### config.mk
export PLATFORM = sky130hd
export DESIGN_NAME = serial_frame_receiver_flat
export DESIGN_NICKNAME = d
export VERILOG_FILES = /design/src/rtl/serial_frame_receiver_pkg.sv /design/src/rtl/serial_frame_receiver_if.sv /design/src/rtl/serial_frame_receiver_buf.sv /design/src/rtl/serial_frame_receiver.sv /design/src/flat_wrapper.sv
export SDC_FILE = /design/constraint.sdc
export NUM_CORES = 1
export LEC_CHECK = 0
export CAP_MARGIN = 20
export CORE_MARGIN = 4
export CORE_UTILIZATION = 46
export CTS_BUF_LIST = sky130_fd_sc_hd__clkbuf_4
export DETAILED_ROUTE_END_ITERATION = 16
export GPL_TIMING_DRIVEN = 0
export MAX_ROUTING_LAYER = met4
export PLACE_DENSITY_LB_ADDON = 0.3
export SYNTH_ARGS = -nofsm -noshare
export SYNTH_HDL_FRONTEND = slang
export SYNTH_SLANG_ARGS = --single-unit
### constraint.sdc
create_clock -name clk -period 2 [get_ports clk]
set_input_delay 0.6 -clock clk [delete_from_list [all_inputs] [get_ports clk]]
set_output_delay 0.6 -clock clk [all_outputs]
set_load 0.03 [all_outputs]
### src/rtl/serial_frame_receiver_pkg.sv
`default_nettype none
// ============================================================================
//  Module      : serial_frame_pkg
//  Description : Shared types, line-level constants and the parity helper
//                used by the serial frame receiver.
//  Contents    : state_t    - receiver FSM state encoding
//                START_BIT  - line level of a start bit
//                STOP_BIT   - line level of a valid stop bit
//                parity_ok  - parity check on received data + parity bit
//  Revision    : 1.0 - initial release
// ============================================================================
package serial_frame_pkg;

    typedef enum logic [1:0] {
        IDLE   = 2'd0,
        DATA   = 2'd1,
        PARITY = 2'd2,
        STOP   = 2'd3
    } state_t;

    localparam logic START_BIT = 1'b0;
    localparam logic STOP_BIT  = 1'b1;

    // Data is zero-extended to 32 bits by the caller; the extra zeros do
    // not change the XOR reduction.
    function automatic logic parity_ok(input logic [31:0] data,
                                       input logic        rx_bit,
                                       input logic        odd);
        return ((^data) ^ rx_bit) == odd;
    endfunction

endpackage
`default_nettype wire

### src/rtl/serial_frame_receiver_if.sv
`default_nettype none
// ============================================================================
//  Module      : serial_frame_receiver_if
//  Description : Valid/ready word stream leaving the serial frame receiver.
//  Signals     : dout       - received word, stable while dout_valid=1
//                dout_valid - dout holds an undelivered word
//                dout_ready - consumer accepts on valid&ready edges
//  Modports    : master - receiver side, slave - consumer side
//  Revision    : 1.0 - initial release
// ============================================================================
interface serial_frame_receiver_if #(
    parameter int WIDTH = 8
);
    logic [WIDTH-1:0] dout;
    logic             dout_valid;
    logic             dout_ready;

    modport master (
        output dout,
        output dout_valid,
        input  dout_ready
    );

    modport slave (
        input  dout,
        input  dout_valid,
        output dout_ready
    );
endinterface
`default_nettype wire

### src/rtl/serial_frame_receiver_buf.sv
`default_nettype none
// ============================================================================
//  Module      : rx_out_buffer
//  Description : One-entry valid/ready holding register for received words.
//                A load wins over a drain on the same edge, so a word that
//                arrives while the old one is being taken replaces it.
//  Ports       : clk        - clock
//                clr        - asynchronous active-low reset
//                load       - store load_data this edge
//                load_data  - word to store
//                dout_ready - consumer accepts the held word
//                dout       - held word
//                dout_valid - held word not yet delivered
//                accept     - a load this edge would not lose a word
//  Revision    : 1.0 - initial release
// ============================================================================
module rx_out_buffer #(
    parameter int WIDTH = 8
) (
    input  wire logic             clk,
    input  wire logic             clr,
    input  wire logic             load,
    input  wire logic [WIDTH-1:0] load_data,
    input  wire logic             dout_ready,
    output logic      [WIDTH-1:0] dout,
    output logic                  dout_valid,
    output logic                  accept
);

    logic [WIDTH-1:0] r_data;
    logic             r_valid;

    always_ff @(posedge clk or negedge clr) begin
        if (!clr) begin
            r_data  <= '0;
            r_valid <= 1'b0;
        end else if (load) begin
            r_data  <= load_data;
            r_valid <= 1'b1;
        end else if (dout_ready) begin
            r_valid <= 1'b0;
        end
    end

    // Empty, or the held word leaves on this very edge.
    assign accept     = ~r_valid | dout_ready;
    assign dout       = r_data;
    assign dout_valid = r_valid;

endmodule
`default_nettype wire

### src/rtl/serial_frame_receiver.sv
`default_nettype none
// ============================================================================
//  Module      : serial_frame_receiver
//  Description : Receive end of the bit-serial link. One line bit per clk
//                edge: start bit, WIDTH data bits LSB first, optional parity
//                bit, stop bit. Good words go to a one-entry valid/ready
//                buffer; parity, framing and overrun errors are flagged with
//                registered one-cycle pulses.
//  Ports       : clk        - clock
//                clr        - asynchronous active-low reset
//                din        - serial line, idles high
//                out_if     - dout / dout_valid / dout_ready word stream
//                busy       - FSM not in IDLE
//                parity_err - parity mismatch, word dropped
//                frame_err  - stop bit was 0, word dropped
//                overrun    - good word while buffer full, new word dropped
//  Revision    : 1.0 - initial release
// ============================================================================
module serial_frame_receiver
    import serial_frame_pkg::*;
#(
    parameter int WIDTH      = 8,
    parameter int PARITY_EN  = 1,
    parameter int PARITY_ODD = 0
) (
    input  wire logic                      clk,
    input  wire logic                      clr,
    input  wire logic                      din,
    serial_frame_receiver_if.master        out_if,
    output logic                           busy,
    output logic                           parity_err,
    output logic                           frame_err,
    output logic                           overrun
);

    localparam int                c_cnt_w = $clog2(WIDTH + 1);
    localparam logic [c_cnt_w-1:0] c_last = c_cnt_w'(WIDTH - 1);

    state_t               r_state;
    state_t               w_next;
    logic [c_cnt_w-1:0]   r_cnt;
    logic [WIDTH-1:0]     r_shift;
    logic                 r_parity_err;
    logic                 r_frame_err;
    logic                 r_overrun;

    logic                 w_busy;
    logic                 w_parity_good;
    logic                 w_stop_edge;
    logic                 w_stop_ok;
    logic                 w_good;
    logic                 w_load;
    logic                 w_accept;

    // ------------------------------------------------------------------
    // FSM: state register
    // ------------------------------------------------------------------
    always_ff @(posedge clk or negedge clr) begin
        if (!clr) begin
            r_state <= IDLE;
        end else begin
            r_state <= w_next;
        end
    end

    // ------------------------------------------------------------------
    // FSM: next state and busy
    // ------------------------------------------------------------------
    always_comb begin
        w_next = r_state;
        w_busy = 1'b1;
        case (r_state)
            IDLE: begin
                w_busy = 1'b0;
                if (din == START_BIT) begin
                    w_next = DATA;
                end
            end
            DATA: begin
                if (r_cnt == c_last) begin
                    w_next = (PARITY_EN != 0) ? PARITY : STOP;
                end
            end
            PARITY: begin
                w_next = STOP;
            end
            STOP: begin
                // Back-to-back frames: a 0 on the next edge is a new start.
                w_next = IDLE;
            end
            default: begin
                w_next = IDLE;
            end
        endcase
    end

    // ------------------------------------------------------------------
    // Bit counter and shift register. New bits enter at the MSB so that,
    // after WIDTH shifts, the first bit received sits in bit 0.
    // ------------------------------------------------------------------
    always_ff @(posedge clk or negedge clr) begin
        if (!clr) begin
            r_cnt   <= '0;
            r_shift <= '0;
        end else begin
            if (r_state == IDLE && din == START_BIT) begin
                r_cnt <= '0;
            end else if (r_state == DATA) begin
                r_shift <= {din, r_shift[WIDTH-1:1]};
                r_cnt   <= r_cnt + 1'b1;
            end
        end
    end

    // ------------------------------------------------------------------
    // Parity capture and check
    // ------------------------------------------------------------------
    generate
        if (PARITY_EN != 0) begin : g_parity_on
            logic r_rx_parity;

            always_ff @(posedge clk or negedge clr) begin
                if (!clr) begin
                    r_rx_parity <= 1'b0;
                end else if (r_state == PARITY) begin
                    r_rx_parity <= din;
                end
            end

            assign w_parity_good = parity_ok(32'(r_shift), r_rx_parity,
                                             1'(PARITY_ODD));
        end else begin : g_parity_off
            assign w_parity_good = 1'b1;
        end
    endgenerate

    // ------------------------------------------------------------------
    // Stop-edge decisions. Framing error outranks parity error; overrun
    // only applies to otherwise good words.
    // ------------------------------------------------------------------
    assign w_stop_edge = (r_state == STOP);
    assign w_stop_ok   = (din == STOP_BIT);
    assign w_good      = w_stop_edge & w_stop_ok & w_parity_good;
    assign w_load      = w_good & w_accept;

    always_ff @(posedge clk or negedge clr) begin
        if (!clr) begin
            r_parity_err <= 1'b0;
            r_frame_err  <= 1'b0;
            r_overrun    <= 1'b0;
        end else begin
            r_parity_err <= w_stop_edge & w_stop_ok & ~w_parity_good;
            r_frame_err  <= w_stop_edge & ~w_stop_ok;
            r_overrun    <= w_good & ~w_accept;
        end
    end

    rx_out_buffer #(
        .WIDTH (WIDTH)
    ) u_out_buffer (
        .clk        (clk),
        .clr        (clr),
        .load       (w_load),
        .load_data  (r_shift),
        .dout_ready (out_if.dout_ready),
        .dout       (out_if.dout),
        .dout_valid (out_if.dout_valid),
        .accept     (w_accept)
    );

    assign busy       = w_busy;
    assign parity_err = r_parity_err;
    assign frame_err  = r_frame_err;
    assign overrun    = r_overrun;

endmodule
`default_nettype wire
### src/flat_wrapper.sv
// flat-port wrapper written by rule: the top's interface ports become plain ports
module serial_frame_receiver_flat import serial_frame_pkg::*;
#(
    parameter int WIDTH      = 8,
    parameter int PARITY_EN  = 1,
    parameter int PARITY_ODD = 0
)
  (clk, clr, din, busy, parity_err, frame_err, overrun, out_if_dout, out_if_dout_valid, out_if_dout_ready);
  serial_frame_receiver_if #(.WIDTH(WIDTH)) out_if_i ();
  input  wire logic clk;
  input  wire logic clr;
  input  wire logic din;
  output logic busy;
  output logic parity_err;
  output logic frame_err;
  output logic overrun;
  output wire logic [$bits(out_if_i.dout)-1:0] out_if_dout;
  output wire logic [$bits(out_if_i.dout_valid)-1:0] out_if_dout_valid;
  input wire logic [$bits(out_if_i.dout_ready)-1:0] out_if_dout_ready;
  assign out_if_dout = out_if_i.dout;
  assign out_if_dout_valid = out_if_i.dout_valid;
  assign out_if_i.dout_ready = out_if_dout_ready;
  serial_frame_receiver #(.WIDTH(WIDTH), .PARITY_EN(PARITY_EN), .PARITY_ODD(PARITY_ODD)) u_core (.clk(clk), .clr(clr), .din(din), .out_if(out_if_i), .busy(busy), .parity_err(parity_err), .frame_err(frame_err), .overrun(overrun));
endmodule
==> run summary <==
CP required -> 1.40 ns
Slew Viols, Final -> 0
clock network fraction of design power -> 9.2%
CP Cell Sequence -> clkdlybuf4s50_1
CP Max Fanout -> 1
Top FF cell, synth -> dfrtp_1
sequential share of power -> 35.3%
hold_ws -> 0.522 ns
crit path capture type -> output port
R2R Setup Slk -> 0.12 ns
Worst Reg-to-Reg Cells -> 5
RSZ-0062 raised after global routing -> false
router iterations before antenna repair -> 2
switching power -> 1.03 mW
CTS tree -> built
HP Start -> u_core.u_out_buffer.dout[2]
crit path max-delay cell type -> clkdlybuf4s50_1
Cell variety after synth -> 23
Mapped Avg Cell Area -> 13.5 um2
antenna violations before repair -> 0
vias in the first global route -> 745
main area contributors after synthesis -> dfrtp_1, mux2_2, ha_1
total CTS buffers -> 3
first-pass GRT wire length -> 3.15 mm
DR vias/cell -> 4.97
Clock Latency Late Sink -> 0.33 ns
Hold Buf Count CTS -> 0
CTS clk-pin slew, worst paths -> 0.16 ns
Max-cap violations -> 0
hold path depth -> 1
Initial Utilization -> 48.7%
Startpoint Class -> flip-flop
area grow syn2layout -> 24.2%
clock sinks -> 27
GRT Total Usage -> 12.3%
fmax -> 0.516 GHz
clk_skew -> 0.00984 ns
Avg WL per Cell -> 13.3 um
Die W -> 59.5 um
core footprint -> 0.00250 mm2
worst-margin pin slew -> 0.650 ns
top post-synthesis cells by count -> dfrtp_1, mux2_2, ha_1, nand2_1, nor2_1
hold path endpoint -> u_core.u_out_buffer.dout[2]
WL final -> 1.92 mm
logic gate share of total power -> 55.5%
CP delay by family, top -> buffers and inverters
placer congestion estimate -> 0.772
CP max stage delay -> 0.66 ns
Layout Cell Area excl Fill -> 0.00151 mm2
Root Driver -> clkbuf_4
top cell type's share of synthesized area -> 55.4%
most frequent cell after synthesis -> dfrtp_1
full die area -> 0.00354 mm2
vias -> 715
# rows -> 18
period utilization -> 97.0%
Post-Syn Instances -> 90
RR Endpoint -> u_core.u_out_buffer.dout[7]
DRC Markers -> 0
PortBufs -> 15
Synth Register Bits -> 27
Synth area leader -> dfrtp_1
gr ovfl total -> 0
launch point of the worst reg-to-reg path -> u_core.r_shift[2]
Hold Path Class -> flip-flop to flip-flop
switching part of the total power -> 39.0%
# setup viols final -> 0
Crit. path cell count -> 1
multi-input logic area -> 524 um2
layout filler cell count -> 205
critical setup path kind -> flip-flop to output port
pin count of the biggest net entering global routing -> 21
share of layout cells above drive strength 1 -> 24.6%
nets -> 125
Placement Cell Area -> 0.00143 mm2
Max H-tree Level -> 1
Min Clock Period, post-route -> 1.94 ns
Synth Net Count -> 100
Buf/Inv on CP -> 1
YS warnings -> 0
DRT antenna net count -> 0
Pwr Density -> 1740 mW/mm2
Async S/R FF share, synth -> 100%
Peak VDD IR -> 0.937 mV
Lkg Pwr -> 0.824 nW
Register Area -> 676 um2
Ports -> 17
Arrival @ worst endpoint -> 1.34 ns
maximum clock insertion buffer count -> 2
Hold Vio Cnt, Final -> 0
Detail Placement HPWL -> 1.38 mm
Starting DRT DRC Count -> 4
Cell Int Power -> 1.61 mW
number of synthesized flops with an enable pin -> 0
Slew HR -> 56.4%
status -> finished clean
Inserted Diodes -> 0
cell area after synthesis -> 0.00122 mm2
register area share after synthesis -> 55.4%
die height -> 59.5 um
[logic make-up after synthesis]
logic type / after synthesis / synth area share (%)
mux: 18 / 17.5
xor+xnor: 9 / 8.83
compound gates: 6 / 2.87
fa+ha+maj: 6 / 6.16
simple gates: 19 / 7.70
buf+inv: 5 / 1.54
flops: 27 / 55.4
[metrics by stage]
step                      cells  TNS (ns)  util [%]  total power [mW]  setup WS (ns)
after floorplan              90         0         -              2.02          0.185
after global placement      135     -1.85      56.3              2.33         -0.166
after detailed placement    136     -1.28      57.4              2.38         -0.160
after CTS                   141         0      58.7              2.64       0.000132
after global routing        144         0      60.6              2.83        0.00211
final                       144         0      60.6              2.64         0.0602
[state kept, by name, indices dropped and copies added, names as in the netlist]
name and flops:
u_core.r_cnt 4, u_core.u_out_buffer.dout_valid 1, u_core.g_parity_on.r_rx_parity 1, u_core.r_shift 8, u_core.parity_err 1, u_core.overrun 1, u_core.u_out_buffer.dout 8, u_core.frame_err 1
u_core.r_state 2
[power by group through the flow]
| stage | registers (mW) | logic [mW] | clock network (mW) |
|---|---|---|---|
| floorplan | 1.08 | 0.940 | 0 |
| global placement | 0.937 | 1.40 | 0 |
| detailed placement | 0.950 | 1.43 | 0 |
| CTS | 0.934 | 1.45 | 0.258 |
| global route | 0.962 | 1.60 | 0.271 |
| finish | 0.932 | 1.47 | 0.243 |
[cell usage in the layout (no fill, tap or decap), drive strengths merged, types with 2 or more instances in the layout]
cell           netlist  final
buf                  0      6
clkbuf               2      5
clkdlybuf4s50        0      5
dfrtp               27     27
dlymetal6s2s         0      9
ha                   6      6
inv                  3      3
mux2                16     16
mux2i                2      2
nand2                6      6
nor2                 5      5
nor2b                2      2
nor3b                2      2
o21ai                4      4
xnor2                3      3
xnor3                2      2
xor2                 4      4
[routing by layer]
metal  routed length, um  GRT usage, %  vias up
li1                    -             -      354
met1                 861          15.7      347
met2                 948          18.6       12
met3                  88          2.61        2
met4                  18          5.83        0
met5                   0             -        -
[worst max-delay path by stage]
stage,startpoint,endpoint,slack (ns)
floorplan,din,u_core.u_out_buffer.dout[0],0.19
global placement,out_if_dout_ready,u_core.u_out_buffer.dout[6],-0.17
detailed placement,out_if_dout_ready,u_core.u_out_buffer.dout[1],-0.16
CTS,u_core.u_out_buffer.dout[0],out_if_dout[0],0.0001
global route,u_core.frame_err,frame_err,0.002
finish,u_core.parity_err,parity_err,0.06
[final cells by class]
cell class                 instances  share of cell area (%)
sequential                        27                    44.6
inverter                           3                   0.744
multi-input combinational         58                    34.6
clock inverter                     1                   0.496
timing repair buffer              20                    15.0
tap                               30                    2.48
buffer                             2                   0.496
clock buffer                       3                    1.49
[repair_timing]
item                                    CTS  global route
setup buffers                             1             3
endpoints found under the setup margin    1            22
gates resized for setup                   5            11
Note: power is estimated with default switching activity, not from simulation.
